===== config.mk =====
export PLATFORM = sky130hd
export DESIGN_NAME = vic_irq_controller_flat
export DESIGN_NICKNAME = d
export VERILOG_FILES = /design/src/rtl/vic_irq_controller_if.sv /design/src/rtl/vic_irq_controller.sv /design/src/flat_wrapper.sv
export SDC_FILE = /design/constraint.sdc
export NUM_CORES = 1
export LEC_CHECK = 0
export ABC_AREA = 1
export CAP_MARGIN = 20
export CORE_MARGIN = 4
export CORE_UTILIZATION = 55
export CTS_CLUSTER_DIAMETER = 40
export DETAILED_ROUTE_END_ITERATION = 8
export DONT_BUFFER_PORTS = 1
export PLACE_DENSITY = 0.7
export SYNTH_ARGS = -nofsm -noshare
export SYNTH_HDL_FRONTEND = slang
export SYNTH_SLANG_ARGS = --single-unit

===== constraint.sdc =====
create_clock -name clk -period 2.1 [get_ports clk]
set_input_delay 0.63 -clock clk [delete_from_list [all_inputs] [get_ports clk]]
set_output_delay 0.63 -clock clk [all_outputs]
set_load 0.01 [all_outputs]

===== src/rtl/vic_irq_controller_if.sv =====
// vic_irq_controller_if: CPU/source-side bundle for the vectored interrupt controller
interface vic_irq_controller_if;
  logic [15:0] vIRQRequest;
  logic        nvIRQRequest;
  logic        mask_we;
  logic [15:0] mask_wdata;
  logic        cpu_ack;
  logic        cpu_eoi;
  logic        irq_o;
  logic [3:0]  handler_num;
  logic        is_nv;
  logic        in_service;
  logic [15:0] mask_o;
  logic [15:0] pending_o;
  modport master (
    output vIRQRequest, nvIRQRequest, mask_we, mask_wdata, cpu_ack, cpu_eoi,
    input  irq_o, handler_num, is_nv, in_service, mask_o, pending_o
  );
  modport slave (
    input  vIRQRequest, nvIRQRequest, mask_we, mask_wdata, cpu_ack, cpu_eoi,
    output irq_o, handler_num, is_nv, in_service, mask_o, pending_o
  );
endinterface


===== src/rtl/vic_irq_controller.sv =====
// vic_irq_controller: masks 16 vectored IRQs plus one non-vectored IRQ, picks the
// lowest eligible index and runs a req/ack/eoi handshake with the CPU.
// Define VIC_EDGE_TRIGGER_EN to make vectored sources edge-triggered (sticky pending).
module vic_irq_controller #(
  parameter int NUM_VIRQ = 16
) (
  input logic clk,
  input logic rst_n,
  vic_irq_controller_if.slave bus
);
  typedef enum logic [1:0] {IDLE, REQ, SERVICE} state_t;
  state_t state, state_d;
  logic [NUM_VIRQ-1:0] mask, pending, pend_src, elig;
  logic [3:0] hnum, hnum_d, sel;
  logic nv, nv_d, cancel;
  assign elig = pend_src & mask;
`ifdef VIC_EDGE_TRIGGER_EN
  logic [NUM_VIRQ-1:0] hist, sticky, rise, ack_clr;
  assign rise = bus.vIRQRequest & ~hist;
  assign pend_src = sticky;
  // one-hot clear of the latched vectored source on the accepting ack
  always_comb begin
    ack_clr = '0;
    if (state == REQ && bus.cpu_ack && !nv) ack_clr[hnum] = 1'b1;
  end
  // line history and sticky pending bits; a fresh edge beats the ack clear
  always_ff @(posedge clk) begin
    if (!rst_n) begin
      hist   <= '0;
      sticky <= '0;
    end else begin
      hist   <= bus.vIRQRequest;
      sticky <= (sticky & ~ack_clr) | (rise & mask);
    end
  end
`else
  assign pend_src = bus.vIRQRequest;
`endif
  // fixed priority: lowest eligible index wins
  always_comb begin
    sel = '0;
    for (int i = NUM_VIRQ - 1; i >= 0; i--) if (elig[i]) sel = 4'(i);
  end
  // next state and latched handler; selection is frozen outside IDLE
  always_comb begin
    state_d = state;
    hnum_d  = hnum;
    nv_d    = nv;
    cancel  = nv ? !bus.nvIRQRequest : !elig[hnum];
    case (state)
      IDLE: if (|elig || bus.nvIRQRequest) begin
        state_d = REQ;
        hnum_d  = |elig ? sel : 4'd0;
        nv_d    = ~|elig;
      end
      REQ: if (bus.cpu_ack) state_d = SERVICE;
      else if (cancel) begin
        state_d = IDLE;
        hnum_d  = '0;
        nv_d    = 1'b0;
      end
      SERVICE: if (bus.cpu_eoi) begin
        state_d = IDLE;
        hnum_d  = '0;
        nv_d    = 1'b0;
      end
      default: state_d = IDLE;
    endcase
  end
  // state, handler latch, mask and registered eligible set
  always_ff @(posedge clk) begin
    if (!rst_n) begin
      state   <= IDLE;
      hnum    <= '0;
      nv      <= 1'b0;
      mask    <= '0;
      pending <= '0;
    end else begin
      state   <= state_d;
      hnum    <= hnum_d;
      nv      <= nv_d;
      pending <= elig;
      if (bus.mask_we) mask <= bus.mask_wdata;
    end
  end
  assign bus.irq_o       = state == REQ;
  assign bus.in_service  = state == SERVICE;
  assign bus.handler_num = hnum;
  assign bus.is_nv       = nv;
  assign bus.mask_o      = mask;
  assign bus.pending_o   = pending;
endmodule

===== src/flat_wrapper.sv =====
// flat-port wrapper written by rule: the top's interface ports become plain ports
module vic_irq_controller_flat 
#(
  parameter int NUM_VIRQ = 16
)
  (clk, rst_n, bus_vIRQRequest, bus_nvIRQRequest, bus_mask_we, bus_mask_wdata, bus_cpu_ack, bus_cpu_eoi, bus_irq_o, bus_handler_num, bus_is_nv, bus_in_service, bus_mask_o, bus_pending_o);
  vic_irq_controller_if bus_i ();
  input logic clk;
  input logic rst_n;
  input wire logic [$bits(bus_i.vIRQRequest)-1:0] bus_vIRQRequest;
  input wire logic [$bits(bus_i.nvIRQRequest)-1:0] bus_nvIRQRequest;
  input wire logic [$bits(bus_i.mask_we)-1:0] bus_mask_we;
  input wire logic [$bits(bus_i.mask_wdata)-1:0] bus_mask_wdata;
  input wire logic [$bits(bus_i.cpu_ack)-1:0] bus_cpu_ack;
  input wire logic [$bits(bus_i.cpu_eoi)-1:0] bus_cpu_eoi;
  output wire logic [$bits(bus_i.irq_o)-1:0] bus_irq_o;
  output wire logic [$bits(bus_i.handler_num)-1:0] bus_handler_num;
  output wire logic [$bits(bus_i.is_nv)-1:0] bus_is_nv;
  output wire logic [$bits(bus_i.in_service)-1:0] bus_in_service;
  output wire logic [$bits(bus_i.mask_o)-1:0] bus_mask_o;
  output wire logic [$bits(bus_i.pending_o)-1:0] bus_pending_o;
  assign bus_i.vIRQRequest = bus_vIRQRequest;
  assign bus_i.nvIRQRequest = bus_nvIRQRequest;
  assign bus_i.mask_we = bus_mask_we;
  assign bus_i.mask_wdata = bus_mask_wdata;
  assign bus_i.cpu_ack = bus_cpu_ack;
  assign bus_i.cpu_eoi = bus_cpu_eoi;
  assign bus_irq_o = bus_i.irq_o;
  assign bus_handler_num = bus_i.handler_num;
  assign bus_is_nv = bus_i.is_nv;
  assign bus_in_service = bus_i.in_service;
  assign bus_mask_o = bus_i.mask_o;
  assign bus_pending_o = bus_i.pending_o;
  vic_irq_controller #(.NUM_VIRQ(NUM_VIRQ)) u_core (.clk(clk), .rst_n(rst_n), .bus(bus_i));
endmodule

======== Word-level counts from Yosys, hierarchy flattened ========
Index checks and enable logic that the tools add are counted.
storage, ports and cells
  flip-flop bits (word level) ............. 39
  output and inout port bits .............. 39
cells by class
  order comparisons ....................... 1
  equal/unequal tests ..................... 7
  mux-type cells .......................... 35
  bitwise gates (word level) .............. 1
  reductions and logical operators ........ 9
operators with widths
  operator                                                                      number
  4-bit 2-to-1 mux                                                              21
  16-bit bitwise AND                                                            1
  16-bit OR reduction                                                           1
  4-bit case mux with 3 select lines                                            1
  2-bit 2-to-1 mux                                                              4
  1-bit 2-to-1 mux                                                              6
  2-bit case mux with 3 select lines                                            1
  4-bit by 5-bit less-than comparator with 1-bit output, second input constant  1
  5-bit AND reduction                                                           1
  1-bit binary-select mux with 4-bit select                                     1
  2-bit by 1-bit inequality test with 1-bit output, second input constant       2
  2-bit inequality test, second input constant                                  2
  1-bit zero test                                                               3
  3-bit by 2-bit inequality test with 1-bit output, second input constant       1
  1-bit case mux with 3 select lines                                            1
  3-bit AND reduction                                                           1
  3-bit nonzero test                                                            1
  2-bit by 1-bit == test with 1-bit output, second input constant               1
  2-bit == test, second input constant                                          1
  2-bit zero test                                                               1
  1-bit logical OR                                                              1

======== Longest topological paths before layout ========
  word-level depth ........................ 20
  gate-level depth with buffers ........... 18
  mapped depth without buffers ............ 18

======== Least setup slack after synthesis ========
Ideal clock, no wire load.
  path kind ............................... input -> register
  from .................................... in bus_vIRQRequest[9]
  to ...................................... reg u_core.hnum[3] (netlist: u_core.bus.handler_num[3])
  arrival ................................. 1640 ps
  data required time ...................... 1985 ps
  slack ................................... 344 ps
  cell stages on the path ................. 14
  path buffers ............................ 0
  path through ............................ nand2_1 -> nand2_1 -> nor2_2 -> nand2_1 -> inv_1 -> nand3_2 -> inv_2 -> nand3_2 -> o21ai_2 -> nor2_2 -> nand2_4 -> inv_2 -> o21ai_1 -> nor2_1
between the ends
  longest elaborated chain between the ends .. 14
  elaborated cells on any way between the ends .. 23
  those cells by class .................... eq/ne (2); mux (16); bitwise (1); reduce/logical (4)
ends and longest elaborated chain
  what                                line                      source
  from (decl)                         flat_wrapper.sv:10        input wire logic [$bits(bus_i.vIRQRequest)-1:0] bus_vIRQRequest;
  16-bit bitwise AND *                vic_irq_controller.sv:16  assign elig = pend_src & mask;
  4-bit 2-to-1 mux (10 in series)     vic_irq_controller.sv:42  for (int i = NUM_VIRQ - 1; i >= 0; i--) if (elig[i]) sel = 4'(i);
  4-bit 2-to-1 mux                    vic_irq_controller.sv:53  hnum_d = |elig ? sel : 4'd0;
  4-bit 2-to-1 mux                    vic_irq_controller.sv:51  IDLE: if (|elig || bus.nvIRQRequest) begin
  4-bit case mux with 3 select lines  vic_irq_controller.sv:50  case (state)
  to (signal assigned)                vic_irq_controller.sv:80  hnum <= hnum_d;
  to (decl)                           vic_irq_controller.sv:14  logic [3:0] hnum, hnum_d, sel;
Every way passes the cells marked *; elsewhere a longest branch is shown, timed or not. The select of a mux whose other input is x is not followed.
A chain may end at the register's enable or synchronous reset.

======== Worst setup path in the final report ========
  from .................................... reg u_core.hnum[1] (netlist: u_core.bus.handler_num[1])
  to ...................................... reg u_core.state[1]
between the ends
  longest elaborated chain between the ends .. 6
ends and longest elaborated chain
  what                                                               line                      source
  1-bit binary-select mux with 4-bit select                          vic_irq_controller.sv:49  cancel = nv ? !bus.nvIRQRequest : !elig[hnum];
  1-bit 2-to-1 mux (implied by the code)                             vic_irq_controller.sv:49
  1-bit zero test                                                    vic_irq_controller.sv:49
  1-bit 2-to-1 mux                                                   vic_irq_controller.sv:49
  3-bit by 2-bit inequality test with 1-bit output (no source line)  -
  3-bit AND reduction (no source line)                               -
  to (signal assigned)                                               vic_irq_controller.sv:79  state <= state_d;
  to (decl)                                                          vic_irq_controller.sv:12  state_t state, state_d;
Every way passes these cells. The select of a mux whose other input is x is not followed.

==> results.sh <==
export IMPL_synth_yosys_warnings=0
export IMPL_min_period_ps=1770
export IMPL_drt_wl_total_um=4010
export IMPL_worstMarginPinSlew_ps=493
export IMPL_drive_gt1_frac=0.124
export IMPL_core_sq_um=3050
export IMPL_htreeDepth=2
export IMPL_portBuffers=0
export IMPL_crit_type="flop to flop"
export IMPL_cts_inserted_buffers=5
export IMPL_ys_seq_area_frac=0.447
export IMPL_crit_fanout=7
export IMPL_r2r_cells=10
export IMPL_ys_types=26
export IMPL_dp_hpwl_um=3080
export IMPL_start_util=0.573
export IMPL_setup_violations=0
export IMPL_syn_cell_area_sq_um=1750
export IMPL_power_leakage_nw=0.828
export IMPL_drtAntennaViolNets=0
export IMPL_rr_startpoint="u_core.bus.handler_num[1]"
export IMPL_comb_power_share=0.267
export IMPL_clk_path_buf_depth=2
export IMPL_synth_cells=239
export IMPL_wl_met2_um=1600
export IMPL_grt_pass1_vias=1407
export IMPL_ys_ff_latch=39
export IMPL_rows=20
export IMPL_place_congestion=0.852
export IMPL_rsz0062_at_grt="no"
export IMPL_post_route_period_util=0.841
export IMPL_post_cts_buffers=0
export IMPL_cp_endpoint="u_core.state[1]"
export IMPL_peakVddDrop_uv=554
export IMPL_cts_resized=0
export IMPL_wl_met1_um=1890
export IMPL_outcome="completed"
export IMPL_placedCellCount=279
export IMPL_power_density_nw_per_um2=967
export IMPL_p_sw_uw=638
export IMPL_cts_tree="done"
export IMPL_maxUsedRoutingLayer="met4"
export IMPL_drt_iter0_markers=84
export IMPL_grt_overflow=0
export IMPL_p_seq_frac=0.513
export IMPL_crit_start="u_core.bus.handler_num[1]"
export IMPL_crit_path_start_kind="flop"
export IMPL_antenna_found_initial=0
export IMPL_diodes=0
export IMPL_insertion_delay_ps=350
export IMPL_synth_nets=280
export IMPL_arrival_ps=2040
export IMPL_hold_path_class="input pin to flop"
export IMPL_die_y_um=64.4
export IMPL_regToRegEndpoint="u_core.state[1]"
export IMPL_dr_pass1_iters=5
export IMPL_fin_cells=286
export IMPL_timing_slew_headroom=0.669
export IMPL_cts_hold_buf=0
export IMPL_grt_usage=0.211
export IMPL_num_vias=1514
export IMPL_power_frac_clock=0.219
export IMPL_cts_root_buf="clkbuf_4"
export IMPL_finalSetupTns_ps=0
export IMPL_swShare=0.358
export IMPL_viasPerCell=5.29
export IMPL_grt_pass1_wl_um=6580
export IMPL_wl_met3_um=432
export IMPL_clkTransAtPathRegs_ps=110
export IMPL_num_io_pins=77
export IMPL_drc=0
export IMPL_reg2reg_slack_ps=330
export IMPL_final_util=0.604
export IMPL_clock_sinks=39
export IMPL_drv_slew=0
export IMPL_nNetsFinal=283
export IMPL_fillCellCount=307
export IMPL_critPathCaptureType="flop"
export IMPL_skew_ps=4.24
export IMPL_avgSynthCellArea_sq_um=7.31
export IMPL_dieArea_sq_um=4140
export IMPL_fmax_ghz=0.566
export IMPL_grt_max_degree=22
export IMPL_hold_viol=0
export IMPL_intPower_mw=1.15
export IMPL_syn_to_final_growth_pct=5.51
export IMPL_wl_per_cell_um=14.0
export IMPL_die_w_um=64.4
export IMPL_maxCapViolCount=0
export IMPL_critPathRequiredTime_ps=2370
==> placed cells by master (no fill, tap or decap), types with 4 or more instances in the layout <==
cell	instances
o211ai_1	4
nand3_1	7
nor2_1	61
o21ai_1	6
o21ai_0	18
inv_1	15
clkbuf_4	5
dfxtp_1	39
nand3_2	5
nand2_1	47
a21oi_1	5
==> how the worst min path moves through the flow <==
stage | cells past startpoint | slack, ps | end | from
final | 2 | 390 | u_core.bus.mask_o[2] | rst_n
after detailed placement | 2 | 500 | u_core.state[1] | u_core.state[1]
after CTS | 2 | 390 | u_core.bus.mask_o[2] | rst_n
after global routing | 2 | 370 | u_core.bus.mask_o[11] | rst_n
after global placement | 2 | 480 | u_core.state[1] | u_core.state[1]
after floorplan | 2 | 460 | u_core.state[1] | u_core.state[1]
==> layout make-up <==
cell class	instances	area, sq um	area share
multi-input cells	175	858	0.465
flip-flops and latches	39	781	0.423
inverters	19	78.8	0.0427
well taps	44	55.1	0.0299
clock buffers	6	51.3	0.0278
repair buffers	2	15.0	0.00814
clock inverters	1	5.00	0.00271
==> Yosys cell counts <==
master     n  area, sq um
a21oi_1    5         25.0
o21a_1     1         7.51
a31oi_1    2         12.5
inv_2      2         7.51
o31ai_1    1         7.51
o21ai_0   18         90.1
clkbuf_1   5         18.8
nand3_1    7         35.0
nand3_2    5         50.1
nand2_1   47          176
o211ai_2   3         37.5
a21boi_0   1         7.51
nand2_4    1         11.3
nor2_1    61          229
ha_1       3         37.5
buf_6      1         11.3
dfxtp_1   39          781
o21ai_2    3         26.3
nand3b_1   1         7.51
inv_8      1         11.3
o21ai_1    6         30.0
clkinv_1   1         3.75
inv_1     15         56.3
nand2_2    3         18.8
o211ai_1   4         30.0
nor2_2     3         18.8
==> critical path, stage by stage, from the launching register on <==
cell,delay (ps)
dfxtp_1,560
inv_1,170
o211ai_1,130
nand3_1,100
nand3b_1,90
o21ai_1,90
nand2_1,80
nand2_2,80
o21ai_2,160
nand2_1,70
a21oi_1,150
==> through the flow <==
step | setup slack [ps] | hold slack (ps) | instance area (sq um) | power, mW
final | 334 | 394 | 1840 | 1.78
after global routing | 128 | 368 | 1840 | 1.91
after CTS | 354 | 389 | 1840 | 1.79
after detailed placement | 112 | 498 | 1790 | 1.41
after global placement | 177 | 481 | 1790 | 1.41
after floorplan | 344 | 456 | 1750 | 1.31
==> per-layer routing <==
| metal | vias up | track usage |
|---|---|---|
| li1 | 769 | - |
| met3 | 9 | 0.105 |
| met4 | 0 | 0.0871 |
| met5 | - | 0 |
| met2 | 73 | 0.286 |
| met1 | 663 | 0.281 |
==> registers in the layout, summed over array words and instances, names as in the netlist <==
name and cells:
u_core.state 2, u_core.bus.handler_num 4, u_core.bus.pending_o 16, u_core.bus.is_nv 1
u_core.bus.mask_o 16
==> cells by family (layout without fill, tap and decap cells) <==
kind of cell | Yosys count | in the layout | synth area share
compound gates | 44 | 44 | 0.157
flops | 39 | 39 | 0.447
buf+inv | 25 | 28 | 0.0623
simple gates | 128 | 128 | 0.313
fa+ha+maj | 3 | 3 | 0.0215
==> power by group through the flow <==
stage | clock network [mW] | logic [mW] | registers (mW)
6_report | 0.391 | 0.477 | 0.915
3_5_place_dp | 0 | 0.476 | 0.935
4_1_cts | 0.398 | 0.477 | 0.917
2_1_floorplan | 0 | 0.402 | 0.911
5_1_grt | 0.433 | 0.553 | 0.929
3_3_place_gp | 0 | 0.472 | 0.935
Note: power is estimated with default switching activity, not from simulation.
